$ cat config.mk
export PLATFORM = sky130hd
export DESIGN_NAME = rob_id_alloc_scheduler_flat
export DESIGN_NICKNAME = d
export VERILOG_FILES = /design/src/rtl/rob_id_alloc_scheduler_if.sv /design/src/rtl/rob_id_alloc_scheduler.sv /design/src/flat_wrapper.sv
export SDC_FILE = /design/constraint.sdc
export NUM_CORES = 1
export LEC_CHECK = 0
export CAP_MARGIN = 20
export CORE_ASPECT_RATIO = 1.5
export CORE_MARGIN = 2
export CORE_UTILIZATION = 51
export CTS_CLUSTER_SIZE = 25
export DETAILED_ROUTE_END_ITERATION = 16
export PLACE_DENSITY = 0.93
export SLEW_MARGIN = 10
export SYNTH_ARGS = -nofsm -noshare
export SYNTH_HDL_FRONTEND = slang
export SYNTH_SLANG_ARGS = --single-unit
export TNS_END_PERCENT = 20
$ cat constraint.sdc
create_clock -name clk -period 6 [get_ports clk]
set_input_delay 0.6 -clock clk [delete_from_list [all_inputs] [get_ports clk]]
set_output_delay 0.6 -clock clk [all_outputs]
set_load 0.05 [all_outputs]
$ cat src/rtl/rob_id_alloc_scheduler_if.sv
// Requester/free-source and allocator-side signals of the ROB ID scheduler.
// The slave modport is the scheduler's view; master is the surrounding logic.
interface rob_id_alloc_scheduler_if #(
    parameter int ID_WIDTH = 4,
    parameter int NUM_REQ  = 2
);
    localparam int SRC_W = (NUM_REQ > 1) ? $clog2(NUM_REQ) : 1;

    logic [NUM_REQ-1:0]          alloc_valid;
    logic [NUM_REQ*ID_WIDTH-1:0] alloc_orig_id;
    logic [NUM_REQ-1:0]          alloc_ready;
    logic [ID_WIDTH-1:0]         alloc_uid;

    logic [NUM_REQ-1:0]          free_valid;
    logic [NUM_REQ*ID_WIDTH-1:0] free_uid;
    logic [NUM_REQ-1:0]          free_ready;

    logic                        restored_valid;
    logic [ID_WIDTH-1:0]         restored_id;
    logic [SRC_W-1:0]            restored_src;

    logic                        al_alloc_req;
    logic [ID_WIDTH-1:0]         al_in_orig_id;
    logic                        al_alloc_gnt;
    logic [ID_WIDTH-1:0]         al_unique_id;
    logic                        al_full;
    logic                        al_free_req;
    logic [ID_WIDTH-1:0]         al_unique_id_to_free;
    logic [ID_WIDTH-1:0]         al_restored_id;

    modport slave (
        input  alloc_valid, alloc_orig_id,
        input  free_valid, free_uid,
        input  al_alloc_gnt, al_unique_id, al_full, al_restored_id,
        output alloc_ready, alloc_uid, free_ready,
        output restored_valid, restored_id, restored_src,
        output al_alloc_req, al_in_orig_id,
        output al_free_req, al_unique_id_to_free
    );

    modport master (
        output alloc_valid, alloc_orig_id,
        output free_valid, free_uid,
        output al_alloc_gnt, al_unique_id, al_full, al_restored_id,
        input  alloc_ready, alloc_uid, free_ready,
        input  restored_valid, restored_id, restored_src,
        input  al_alloc_req, al_in_orig_id,
        input  al_free_req, al_unique_id_to_free
    );
endinterface

$ cat src/rtl/rob_id_alloc_scheduler.sv
// Shares one ROB ID allocator between NUM_REQ alloc requesters and NUM_REQ
// free sources: round-robin allocs, FIFO-buffered frees, quiesce/drain FSM.
module rob_id_alloc_scheduler #(
    parameter int ID_WIDTH        = 4,
    parameter int MAX_OUTSTANDING = 16,
    parameter int NUM_REQ         = 2,
    parameter int FREE_FIFO_DEPTH = 4,
    parameter int STARVE_LIMIT    = 3
) (
    input  logic                                 clk,
    input  logic                                 rst,
    rob_id_alloc_scheduler_if.slave              bus,
    input  logic                                 quiesce_req_i,
    output logic                                 quiesce_ack_o,
    output logic [$clog2(MAX_OUTSTANDING+1)-1:0] outstanding_o,
    output logic                                 err_underflow_o
);
    localparam int SRC_W = (NUM_REQ > 1) ? $clog2(NUM_REQ) : 1;
    localparam int PTR_W = (FREE_FIFO_DEPTH > 1) ? $clog2(FREE_FIFO_DEPTH) : 1;
    localparam int CNT_W = $clog2(FREE_FIFO_DEPTH + 1);
    localparam int OUT_W = $clog2(MAX_OUTSTANDING + 1);
    localparam int SW    = (STARVE_LIMIT > 0) ? $clog2(STARVE_LIMIT + 1) : 1;

    localparam logic [SW-1:0]    STARVE_MAX = SW'(STARVE_LIMIT);
    localparam logic [CNT_W-1:0] FIFO_FULL  = CNT_W'(FREE_FIFO_DEPTH);

    typedef enum logic [1:0] {
        ST_RUN,
        ST_DRAIN,
        ST_QUIESCED
    } state_e;

    state_e             state_q, state_d;
    logic [SRC_W-1:0]   alloc_ptr_q, alloc_ptr_d;
    logic [SRC_W-1:0]   free_ptr_q, free_ptr_d;
    logic [PTR_W-1:0]   wr_ptr_q, wr_ptr_d;
    logic [PTR_W-1:0]   rd_ptr_q, rd_ptr_d;
    logic [CNT_W-1:0]   count_q, count_d;
    logic [SW-1:0]      starve_q, starve_d;
    logic [OUT_W-1:0]   outstanding_q, outstanding_d;
    logic               err_q, err_d;
    logic               restored_valid_q;
    logic [ID_WIDTH-1:0] restored_id_q;
    logic [SRC_W-1:0]   restored_src_q;

    logic [ID_WIDTH-1:0] fifo_uid_q [FREE_FIFO_DEPTH];
    logic [SRC_W-1:0]    fifo_src_q [FREE_FIFO_DEPTH];

    logic [SRC_W-1:0]    alloc_sel;
    logic [SRC_W-1:0]    free_sel;
    logic [ID_WIDTH-1:0] push_uid;
    logic [ID_WIDTH-1:0] head_uid;
    logic [SRC_W-1:0]    head_src;
    logic                alloc_pend;
    logic                fifo_empty;
    logic                fifo_full;
    logic                push;
    logic                issue_free;
    logic                issue_alloc;
    logic                grant;

    // Allocator capacity is tracked by the allocator itself; a full
    // allocator just refuses the issue, so al_full never gates anything.
    logic unused_al_full;
    assign unused_al_full = bus.al_full;

    // First requester at or after ptr in rotating order.
    function automatic logic [SRC_W-1:0] rr_pick(
        input logic [NUM_REQ-1:0] req,
        input logic [SRC_W-1:0]   ptr
    );
        logic [SRC_W-1:0] pick;
        int idx;
        pick = ptr;
        for (int k = NUM_REQ - 1; k >= 0; k--) begin
            idx = int'(ptr) + k;
            if (idx >= NUM_REQ) idx = idx - NUM_REQ;
            if (req[idx]) pick = SRC_W'(idx);
        end
        return pick;
    endfunction

    function automatic logic [SRC_W-1:0] ptr_inc(input logic [SRC_W-1:0] p);
        return (int'(p) == NUM_REQ - 1) ? '0 : p + 1'b1;
    endfunction

    assign alloc_sel  = rr_pick(bus.alloc_valid, alloc_ptr_q);
    assign free_sel   = rr_pick(bus.free_valid, free_ptr_q);
    assign push_uid   = bus.free_uid[int'(free_sel)*ID_WIDTH +: ID_WIDTH];
    assign head_uid   = fifo_uid_q[rd_ptr_q];
    assign head_src   = fifo_src_q[rd_ptr_q];

    assign fifo_empty = (count_q == '0);
    assign fifo_full  = (count_q == FIFO_FULL);
    assign alloc_pend = !rst && (state_q == ST_RUN) && (|bus.alloc_valid);
    assign push       = !rst && !fifo_full && (|bus.free_valid);

    // One allocator slot per cycle: frees win until they have starved a
    // pending alloc STARVE_LIMIT times in a row.
    assign issue_free  = !rst && !fifo_empty &&
                         (!alloc_pend || (starve_q < STARVE_MAX));
    assign issue_alloc = !issue_free && alloc_pend;
    assign grant       = issue_alloc && bus.al_alloc_gnt;

    assign bus.al_alloc_req  = issue_alloc;
    assign bus.al_in_orig_id = issue_alloc ?
        bus.alloc_orig_id[int'(alloc_sel)*ID_WIDTH +: ID_WIDTH] : '0;
    assign bus.alloc_ready   = grant ? (NUM_REQ'(1) << alloc_sel) : '0;
    assign bus.alloc_uid     = grant ? bus.al_unique_id : '0;
    assign bus.free_ready    = push ? (NUM_REQ'(1) << free_sel) : '0;

    assign bus.al_free_req          = issue_free;
    assign bus.al_unique_id_to_free = issue_free ? head_uid : '0;

    assign bus.restored_valid = restored_valid_q;
    assign bus.restored_id    = restored_id_q;
    assign bus.restored_src   = restored_src_q;

    assign quiesce_ack_o   = (state_q == ST_QUIESCED);
    assign outstanding_o   = outstanding_q;
    assign err_underflow_o = err_q;

    always_comb begin
        state_d = state_q;
        unique case (state_q)
            ST_RUN: begin
                if (quiesce_req_i) state_d = ST_DRAIN;
            end
            ST_DRAIN: begin
                if (!quiesce_req_i) begin
                    state_d = ST_RUN;
                end else if (fifo_empty && (outstanding_q == '0)) begin
                    state_d = ST_QUIESCED;
                end
            end
            ST_QUIESCED: begin
                if (!quiesce_req_i) state_d = ST_RUN;
            end
            default: state_d = ST_RUN;
        endcase
    end

    always_comb begin
        alloc_ptr_d   = alloc_ptr_q;
        free_ptr_d    = free_ptr_q;
        starve_d      = starve_q;
        outstanding_d = outstanding_q;
        err_d         = err_q;

        if (issue_alloc) alloc_ptr_d = ptr_inc(alloc_sel);
        if (push) free_ptr_d = ptr_inc(free_sel);

        wr_ptr_d = wr_ptr_q + PTR_W'(push);
        rd_ptr_d = rd_ptr_q + PTR_W'(issue_free);
        count_d  = count_q + CNT_W'(push) - CNT_W'(issue_free);

        if (!alloc_pend || issue_alloc) begin
            starve_d = '0;
        end else if (issue_free && (starve_q < STARVE_MAX)) begin
            starve_d = starve_q + 1'b1;
        end

        // Grant and free issue share the slot, so they never coincide.
        if (grant) begin
            outstanding_d = outstanding_q + 1'b1;
        end else if (issue_free) begin
            if (outstanding_q == '0) err_d = 1'b1;
            else outstanding_d = outstanding_q - 1'b1;
        end
    end

    always_ff @(posedge clk) begin
        if (rst) begin
            state_q          <= ST_RUN;
            alloc_ptr_q      <= '0;
            free_ptr_q       <= '0;
            wr_ptr_q         <= '0;
            rd_ptr_q         <= '0;
            count_q          <= '0;
            starve_q         <= '0;
            outstanding_q    <= '0;
            err_q            <= 1'b0;
            restored_valid_q <= 1'b0;
            restored_id_q    <= '0;
            restored_src_q   <= '0;
        end else begin
            state_q          <= state_d;
            alloc_ptr_q      <= alloc_ptr_d;
            free_ptr_q       <= free_ptr_d;
            wr_ptr_q         <= wr_ptr_d;
            rd_ptr_q         <= rd_ptr_d;
            count_q          <= count_d;
            starve_q         <= starve_d;
            outstanding_q    <= outstanding_d;
            err_q            <= err_d;
            restored_valid_q <= issue_free;
            if (issue_free) begin
                restored_id_q  <= bus.al_restored_id;
                restored_src_q <= head_src;
            end
        end
    end

    always_ff @(posedge clk) begin
        if (push) begin
            fifo_uid_q[wr_ptr_q] <= push_uid;
            fifo_src_q[wr_ptr_q] <= free_sel;
        end
    end
endmodule
$ cat src/flat_wrapper.sv
// flat-port wrapper written by rule: the top's interface ports become plain ports
module rob_id_alloc_scheduler_flat 
#(
    parameter int ID_WIDTH        = 4,
    parameter int MAX_OUTSTANDING = 16,
    parameter int NUM_REQ         = 2,
    parameter int FREE_FIFO_DEPTH = 4,
    parameter int STARVE_LIMIT    = 3
)
  (clk, rst, quiesce_req_i, quiesce_ack_o, outstanding_o, err_underflow_o, bus_alloc_valid, bus_alloc_orig_id, bus_free_valid, bus_free_uid, bus_al_alloc_gnt, bus_al_unique_id, bus_al_full, bus_al_restored_id, bus_alloc_ready, bus_alloc_uid, bus_free_ready, bus_restored_valid, bus_restored_id, bus_restored_src, bus_al_alloc_req, bus_al_in_orig_id, bus_al_free_req, bus_al_unique_id_to_free);
  rob_id_alloc_scheduler_if #(.ID_WIDTH(ID_WIDTH), .NUM_REQ(NUM_REQ)) bus_i ();
  input  logic clk;
  input  logic rst;
  input  logic quiesce_req_i;
  output logic quiesce_ack_o;
  output logic [$clog2(MAX_OUTSTANDING+1)-1:0] outstanding_o;
  output logic err_underflow_o;
  input wire logic [$bits(bus_i.alloc_valid)-1:0] bus_alloc_valid;
  input wire logic [$bits(bus_i.alloc_orig_id)-1:0] bus_alloc_orig_id;
  input wire logic [$bits(bus_i.free_valid)-1:0] bus_free_valid;
  input wire logic [$bits(bus_i.free_uid)-1:0] bus_free_uid;
  input wire logic [$bits(bus_i.al_alloc_gnt)-1:0] bus_al_alloc_gnt;
  input wire logic [$bits(bus_i.al_unique_id)-1:0] bus_al_unique_id;
  input wire logic [$bits(bus_i.al_full)-1:0] bus_al_full;
  input wire logic [$bits(bus_i.al_restored_id)-1:0] bus_al_restored_id;
  output wire logic [$bits(bus_i.alloc_ready)-1:0] bus_alloc_ready;
  output wire logic [$bits(bus_i.alloc_uid)-1:0] bus_alloc_uid;
  output wire logic [$bits(bus_i.free_ready)-1:0] bus_free_ready;
  output wire logic [$bits(bus_i.restored_valid)-1:0] bus_restored_valid;
  output wire logic [$bits(bus_i.restored_id)-1:0] bus_restored_id;
  output wire logic [$bits(bus_i.restored_src)-1:0] bus_restored_src;
  output wire logic [$bits(bus_i.al_alloc_req)-1:0] bus_al_alloc_req;
  output wire logic [$bits(bus_i.al_in_orig_id)-1:0] bus_al_in_orig_id;
  output wire logic [$bits(bus_i.al_free_req)-1:0] bus_al_free_req;
  output wire logic [$bits(bus_i.al_unique_id_to_free)-1:0] bus_al_unique_id_to_free;
  assign bus_i.alloc_valid = bus_alloc_valid;
  assign bus_i.alloc_orig_id = bus_alloc_orig_id;
  assign bus_i.free_valid = bus_free_valid;
  assign bus_i.free_uid = bus_free_uid;
  assign bus_i.al_alloc_gnt = bus_al_alloc_gnt;
  assign bus_i.al_unique_id = bus_al_unique_id;
  assign bus_i.al_full = bus_al_full;
  assign bus_i.al_restored_id = bus_al_restored_id;
  assign bus_alloc_ready = bus_i.alloc_ready;
  assign bus_alloc_uid = bus_i.alloc_uid;
  assign bus_free_ready = bus_i.free_ready;
  assign bus_restored_valid = bus_i.restored_valid;
  assign bus_restored_id = bus_i.restored_id;
  assign bus_restored_src = bus_i.restored_src;
  assign bus_al_alloc_req = bus_i.al_alloc_req;
  assign bus_al_in_orig_id = bus_i.al_in_orig_id;
  assign bus_al_free_req = bus_i.al_free_req;
  assign bus_al_unique_id_to_free = bus_i.al_unique_id_to_free;
  rob_id_alloc_scheduler #(.ID_WIDTH(ID_WIDTH), .MAX_OUTSTANDING(MAX_OUTSTANDING), .NUM_REQ(NUM_REQ), .FREE_FIFO_DEPTH(FREE_FIFO_DEPTH), .STARVE_LIMIT(STARVE_LIMIT)) u_core (.clk(clk), .rst(rst), .bus(bus_i), .quiesce_req_i(quiesce_req_i), .quiesce_ack_o(quiesce_ack_o), .outstanding_o(outstanding_o), .err_underflow_o(err_underflow_o));
endmodule
==> results of run 1 <==
## how the worst min path moves through the flow
stage	to	slack, ns
floorplan	u_core.starve_q[0]	0.40
global placement	u_core.starve_q[0]	0.40
detailed placement	u_core.starve_q[0]	0.43
CTS	u_core.starve_q[0]	0.45
global route	u_core.starve_q[0]	0.46
finish	u_core.starve_q[0]	0.44
## final cells by class
class	instances	area share (%)
clock buffer	5	2.36
timing repair buffer	62	21.3
inverter	12	1.63
tap	46	1.97
multi-input combinational	121	34.1
sequential	45	37.7
clock inverter	3	0.985
## worst max-delay path, cell delays in order
cell and delay (ns):
clkdlybuf4s50_1 0.83, a311oi_4 0.86, and2_1 0.25, clkdlybuf4s50_1 0.81
## sequential cells by signal (all words and copies together), names as in the netlist
name	cells
u_core.outstanding_o	5
u_core.err_underflow_o	1
u_core.bus.restored_valid	1
u_core.fifo_src_q	4
u_core.alloc_ptr_q	1
u_core.rd_ptr_q	2
u_core.free_ptr_q	1
u_core.wr_ptr_q	2
u_core.starve_q	2
u_core.state_q	2
u_core.fifo_uid_q	16
u_core.count_q	3
u_core.bus.restored_id	4
u_core.bus.restored_src	1
## synth_stat cells (all sizes together), types with 3 or more instances
master / instances / area share (%)
nor2b: 6 / 1.7
edfxtp: 20 / 28
mux4: 5 / 5.2
buf: 3 / 0.75
nand2: 13 / 2.7
mux2: 4 / 2.1
nor2: 24 / 4.8
and3: 8 / 2.5
ha: 8 / 4.6
inv: 12 / 2.2
mux2i: 8 / 3.7
and2: 5 / 1.4
o21ai: 7 / 1.8
dfxtp: 25 / 23
xnor2: 7 / 2.8
## stage by stage
stage	power (mW)	std cells	utilization [%]	hold WS, ns
floorplan	0.960	183	-	0.396
detailed placement	1.14	286	67.6	0.427
finish	1.33	294	70.0	0.440
global route	1.41	294	70.0	0.460
CTS	1.34	294	70.0	0.450
global placement	1.12	286	67.6	0.405
## kinds of logic (layout without fill, tap and decap cells)
family | Yosys count | after routing | share of synthesized area (%)
xor+xnor | 7 | 7 | 2.83
fa+ha+maj | 12 | 12 | 7.39
compound gates | 20 | 20 | 8.08
flops | 45 | 45 | 50.8
simple gates | 65 | 65 | 16.7
mux | 17 | 17 | 11.0
buf+inv | 17 | 82 | 3.29
## routing by layer
metal	track usage, %	vias to the layer above	share of wire (%)
met5	0	-	0
met4	9.30	0	2.7
met3	5.89	7	6.2
met2	34.9	55	54
met1	19.3	716	37
li1	-	770	-
## where the power goes
part | leakage [nW] | switching [mW] | total [mW] | internal (mW)
combinational | 0.680 | 0.401 | 0.692 | 0.290
sequential | 0.389 | 0.0539 | 0.439 | 0.385
clock | 0.0511 | 0.112 | 0.200 | 0.0878
total | 1.12 | 0.568 | 1.33 | 0.764
==> results.sh, run 1 <==
export IMPL_syn_instance_count=183
export IMPL_cts_max_path_buffers=2
export IMPL_final_nets=290
export IMPL_worst_slew_pin_slew_ns=0.824
export IMPL_wl_per_cell_um=14.2
export IMPL_min_from="u_core.starve_q[0]"
export IMPL_start_util_pct=52.0
export IMPL_finClkSkew_ns=0.00589
export IMPL_max_freq_mhz=253
export IMPL_worst_r2r_cell_count=7
export IMPL_cts_tree="done"
export IMPL_rrSetupSlack_ns=3.46
export IMPL_synth_edf_count=20
export IMPL_dpl_cell_area_um2=2820
export IMPL_ys_warn_count=0
export IMPL_grt_max_degree=20
export IMPL_cts_buffers=5
export IMPL_hold_violations=0
export IMPL_synth_nets=226
export IMPL_ys_types=47
export IMPL_syn_cell_area_um2=2170
export IMPL_synth_seq_cells=45
export IMPL_postRouteAntennaNets=0
export IMPL_io_pins=64
export IMPL_rsz0062_at_grt="false"
export IMPL_post_cts_buffers=0
export IMPL_ir_drop_uv=360
export IMPL_p_leak_nw=1.12
export IMPL_finalMaxSlewViolations=0
export IMPL_die_height_um=83.9
export IMPL_first_pass_iters=6
export IMPL_grt_use_total_pct=19.3
export IMPL_grt_overflow=0
export IMPL_status="completed"
export IMPL_mostFrequentLayoutCell="clkdlybuf4s50_1"
export IMPL_drt_iter0_drc=49
export IMPL_cts_root_buf="clkbuf_8"
export IMPL_cp_startpoint="rst"
export IMPL_final_cell_mix="clkdlybuf4s50_1, dfxtp_1, nor2_1, edfxtp_1, nand2_1"
export IMPL_num_fill_cells=299
export IMPL_area_delta_synth_final_pct=34.7
export IMPL_grt_first_pass_wirelength_um=7020
export IMPL_stdcell_area_um2=2920
export IMPL_regArea_um2=1100
export IMPL_hold_class="reg2reg"
export IMPL_powerDensity_nw_per_um2=456
export IMPL_cts_sinks=45
export IMPL_dp_slack_ns=2.03
export IMPL_drc=0
export IMPL_place_congestion=0.782
export IMPL_cp_arrival_ns=3.36
export IMPL_drt_wl_total_um=4170
export IMPL_fin_ws_ns=2.04
export IMPL_synth_top_flop_cell="dfxtp_1"
export IMPL_hpwl_um=3160
export IMPL_period_minus_slack_ns=3.96
export IMPL_hold_depth=1
export IMPL_final_period_utilization_pct=66.0
export IMPL_setup_tns_ns=0
export IMPL_vias=1548
export IMPL_rows=29
export IMPL_yosysSeqAreaShare_pct=50.8
export IMPL_timing_rr_start="u_core.starve_q[0]"
export IMPL_r2r_end="u_core.count_q[1]"
export IMPL_htree_levels=2
export IMPL_clock_latency_ns=0.31
export IMPL_cp_data_required_time_ns=5.40
export IMPL_synthArstFlopShare_pct=0
export IMPL_layout_drive_gt1_share_pct=12.9
export IMPL_crit_fanout=19
export IMPL_postCtsHoldBufs=0
export IMPL_num_antenna_cells=0
export IMPL_grt_pass1_vias=1564
export IMPL_viasPerCell=5.27
export IMPL_die_width_um=57.2
export IMPL_slew_headroom_pct=44.9
export IMPL_multi_input_area_um2=996
export IMPL_core_area_um2=4170
export IMPL_setup_violations=0
export IMPL_antenna_found_initial=0
export IMPL_die_area_um2=4800
export IMPL_portBuffers=62
export IMPL_cts_resized_gates=0
export IMPL_end_kind="output pin"
export IMPL_path_class="in2out"
export IMPL_drv_cap=0
export IMPL_crit_path_start_kind="primary input"
export IMPL_setup_worst_path_end="bus_al_unique_id_to_free[3]"
export IMPL_clk_pin_slew_ns=0.09
export IMPL_avgSynthCellArea_um2=11.8
(Power assumes the default switching activity.)
==> inputs of run 2 (changes only) <==
CORE_UTILIZATION = 47   (was 51)
PLACE_DENSITY = 0.88   (was 0.93)
clock period = 3.8 ns   (was 6 ns; I/O delays follow)
==> run 2 against run 1 <==
  * Combinational power up 59%
  * Critical path type unchanged
  * Worst setup slack worse by 1.4 ns
  * Clock power up 46%
  * Final area up 0.64%
  * Global-route usage fell by 1.6 points
  * Utilization fell by 4.2 points
  * Critical endpoint is now bus_alloc_ready[0]
  * Via count is 0.71% higher
  * First-iteration DRC count is 41% lower
  * Clock-buffer cell count is the same
  * Sequential cell count unchanged
==> results.sh, run 2 (synthesized netlist as in run 1, its figures left out) <==
export IMPL_hold_violations=0
export IMPL_postCtsHoldBufs=0
export IMPL_final_cell_mix="clkdlybuf4s50_1, dfxtp_1, nor2_1, edfxtp_1, nand2_1"
export IMPL_dpl_cell_area_um2=2850
export IMPL_finalMaxSlewViolations=0
export IMPL_slowest_stage="clkdlybuf4s50_1"
export IMPL_path_delay_family="buffers and inverters"
export IMPL_place_congestion=0.764
export IMPL_die_width_um=59.5
export IMPL_worst_r2r_cell_count=10
export IMPL_path_class="in2out"
export IMPL_area_delta_synth_final_pct=35.5
export IMPL_timing_rr_start="u_core.starve_q[0]"
export IMPL_start_util_pct=48.5
export IMPL_setup_tns_ns=0
export IMPL_grt_use_total_pct=17.6
export IMPL_r2r_end="u_core.outstanding_o[4]"
export IMPL_num_antenna_cells=0
export IMPL_rsz0062_at_grt="false"
export IMPL_hold_class="reg2reg"
export IMPL_cts_max_path_buffers=2
export IMPL_cts_tree="done"
export IMPL_grt_first_pass_wirelength_um=6800
export IMPL_layout_drive_gt1_share_pct=13.9
export IMPL_end_kind="output pin"
export IMPL_cts_root_buf="clkbuf_8"
export IMPL_crit_buf_inv=4
export IMPL_grt_overflow=0
export IMPL_hpwl_um=3340
export IMPL_stdcell_area_um2=2940
export IMPL_slew_headroom_pct=47.1
export IMPL_drt_wl_total_um=4280
export IMPL_cp_num_cells=8
export IMPL_core_area_um2=4470
export IMPL_drc=0
export IMPL_rrSetupSlack_ns=1.48
export IMPL_status="completed"
export IMPL_viasPerCell=5.21
export IMPL_finClkSkew_ns=0.00608
export IMPL_crit_path_start_kind="primary input"
export IMPL_vias=1559
export IMPL_cpMostUsedCell="clkdlybuf4s50_1"
export IMPL_switching_share_pct=42.3
export IMPL_worst_slew_pin_slew_ns=0.792
export IMPL_postRouteAntennaNets=0
export IMPL_final_period_utilization_pct=82.7
export IMPL_first_pass_iters=4
export IMPL_cts_resized_gates=0
export IMPL_drt_iter0_drc=29
export IMPL_portBuffers=62
export IMPL_die_height_um=87.2
export IMPL_cts_buffers=5
export IMPL_antenna_found_initial=0
export IMPL_final_nets=293
export IMPL_largest_reg_flops=16
export IMPL_fin_ws_ns=0.657
export IMPL_p_leak_nw=1.13
export IMPL_rows=30
export IMPL_post_cts_buffers=0
export IMPL_power_frac_clock_pct=14.0
export IMPL_drv_cap=0
export IMPL_period_minus_slack_ns=3.14
export IMPL_mostFrequentLayoutCell="clkdlybuf4s50_1"
export IMPL_htree_levels=2
export IMPL_setup_violations=0
export IMPL_cp_data_required_time_ns=3.42
export IMPL_num_fill_cells=347
export IMPL_p_int_mw=1.20
export IMPL_grt_pass1_vias=1533
export IMPL_regMostFlops="u_core.fifo_uid_q"
export IMPL_cp_arrival_ns=2.76
export IMPL_setup_worst_path_end="bus_alloc_ready[0]"
export IMPL_grt_max_degree=16
export IMPL_io_pins=64
export IMPL_die_area_um2=5180
export IMPL_pwr_share_comb_pct=52.8
export IMPL_crit_fanout=11
export IMPL_cp_cell_sequence="clkdlybuf4s50_1 > inv_2 > and3_4 > o21ai_2 > inv_4 > nand2_4 > nor2_1 > clkdlybuf4s50_1"
export IMPL_clk_pin_slew_ns=0.08
export IMPL_max_freq_mhz=318
export IMPL_cts_sinks=45
export IMPL_wl_per_cell_um=14.3
export IMPL_clock_latency_ns=0.30
export IMPL_cp_startpoint="rst"
export IMPL_ir_drop_uv=478
export IMPL_powerDensity_nw_per_um2=710
export IMPL_slowest_delay_ns=0.81
export IMPL_switchingPower_mw=0.883
export IMPL_dp_slack_ns=0.643
export IMPL_p_seq_share_pct=33.3
-- run 2: layer usage --
metal  wire (um)  global-route usage (%)  up-vias
met5           0                       0        -
met4          81                    8.06        0
met3         256                    4.31        9
met2        2340                    32.9       49
met1        1600                    17.6      722
li1            -                       -      779
-- run 2: worst min path at each step --
| stage | cells after the start | from | end |
|---|---|---|---|
| finish | 1 | u_core.starve_q[0] | u_core.starve_q[0] |
| global route | 1 | u_core.starve_q[0] | u_core.starve_q[0] |
| CTS | 1 | u_core.starve_q[0] | u_core.starve_q[0] |
| global placement | 1 | u_core.starve_q[0] | u_core.starve_q[0] |
| detailed placement | 1 | u_core.starve_q[0] | u_core.starve_q[0] |
| floorplan | 1 | u_core.starve_q[0] | u_core.starve_q[0] |
-- run 2: worst reg2reg max path: stages (launching register included) --
cell and delay (ns):
dfxtp_1 0.32, ha_1 0.28, o21ai_2 0.31, inv_4 0.10
nand2_4 0.12, inv_1 0.06, fa_1 0.39, nand2b_1 0.16
o2bb2ai_1 0.16, o22ai_2 0.17, mux2i_1 0.19
-- run 2: stage by stage --
step	cells	power (mW)	utilization [%]	hold WS [ns]
global route	299	2.21	65.8	0.458
floorplan	183	1.52	-	0.396
CTS	299	2.11	65.8	0.433
detailed placement	291	1.81	63.8	0.422
global placement	291	1.78	63.8	0.405
finish	299	2.09	65.8	0.438
-- run 2: layout make-up --
type / instances / area [um^2] / area share (%)
sequential: 45 / 1100 / 37.5
multi-input combinational: 121 / 996 / 33.9
timing repair buffer: 65 / 643 / 21.9
clock buffer: 5 / 68.8 / 2.34
tap: 48 / 60.1 / 2.04
inverter: 12 / 47.5 / 1.62
clock inverter: 3 / 22.5 / 0.766
-- run 2: power by group through the flow --
stage | combinational (mW) | sequential, mW | clock [mW]
after global placement | 1.08 | 0.702 | 0
after floorplan | 0.693 | 0.822 | 0
after CTS | 1.11 | 0.697 | 0.300
final | 1.10 | 0.694 | 0.292
after global routing | 1.19 | 0.711 | 0.318
after detailed placement | 1.11 | 0.707 | 0
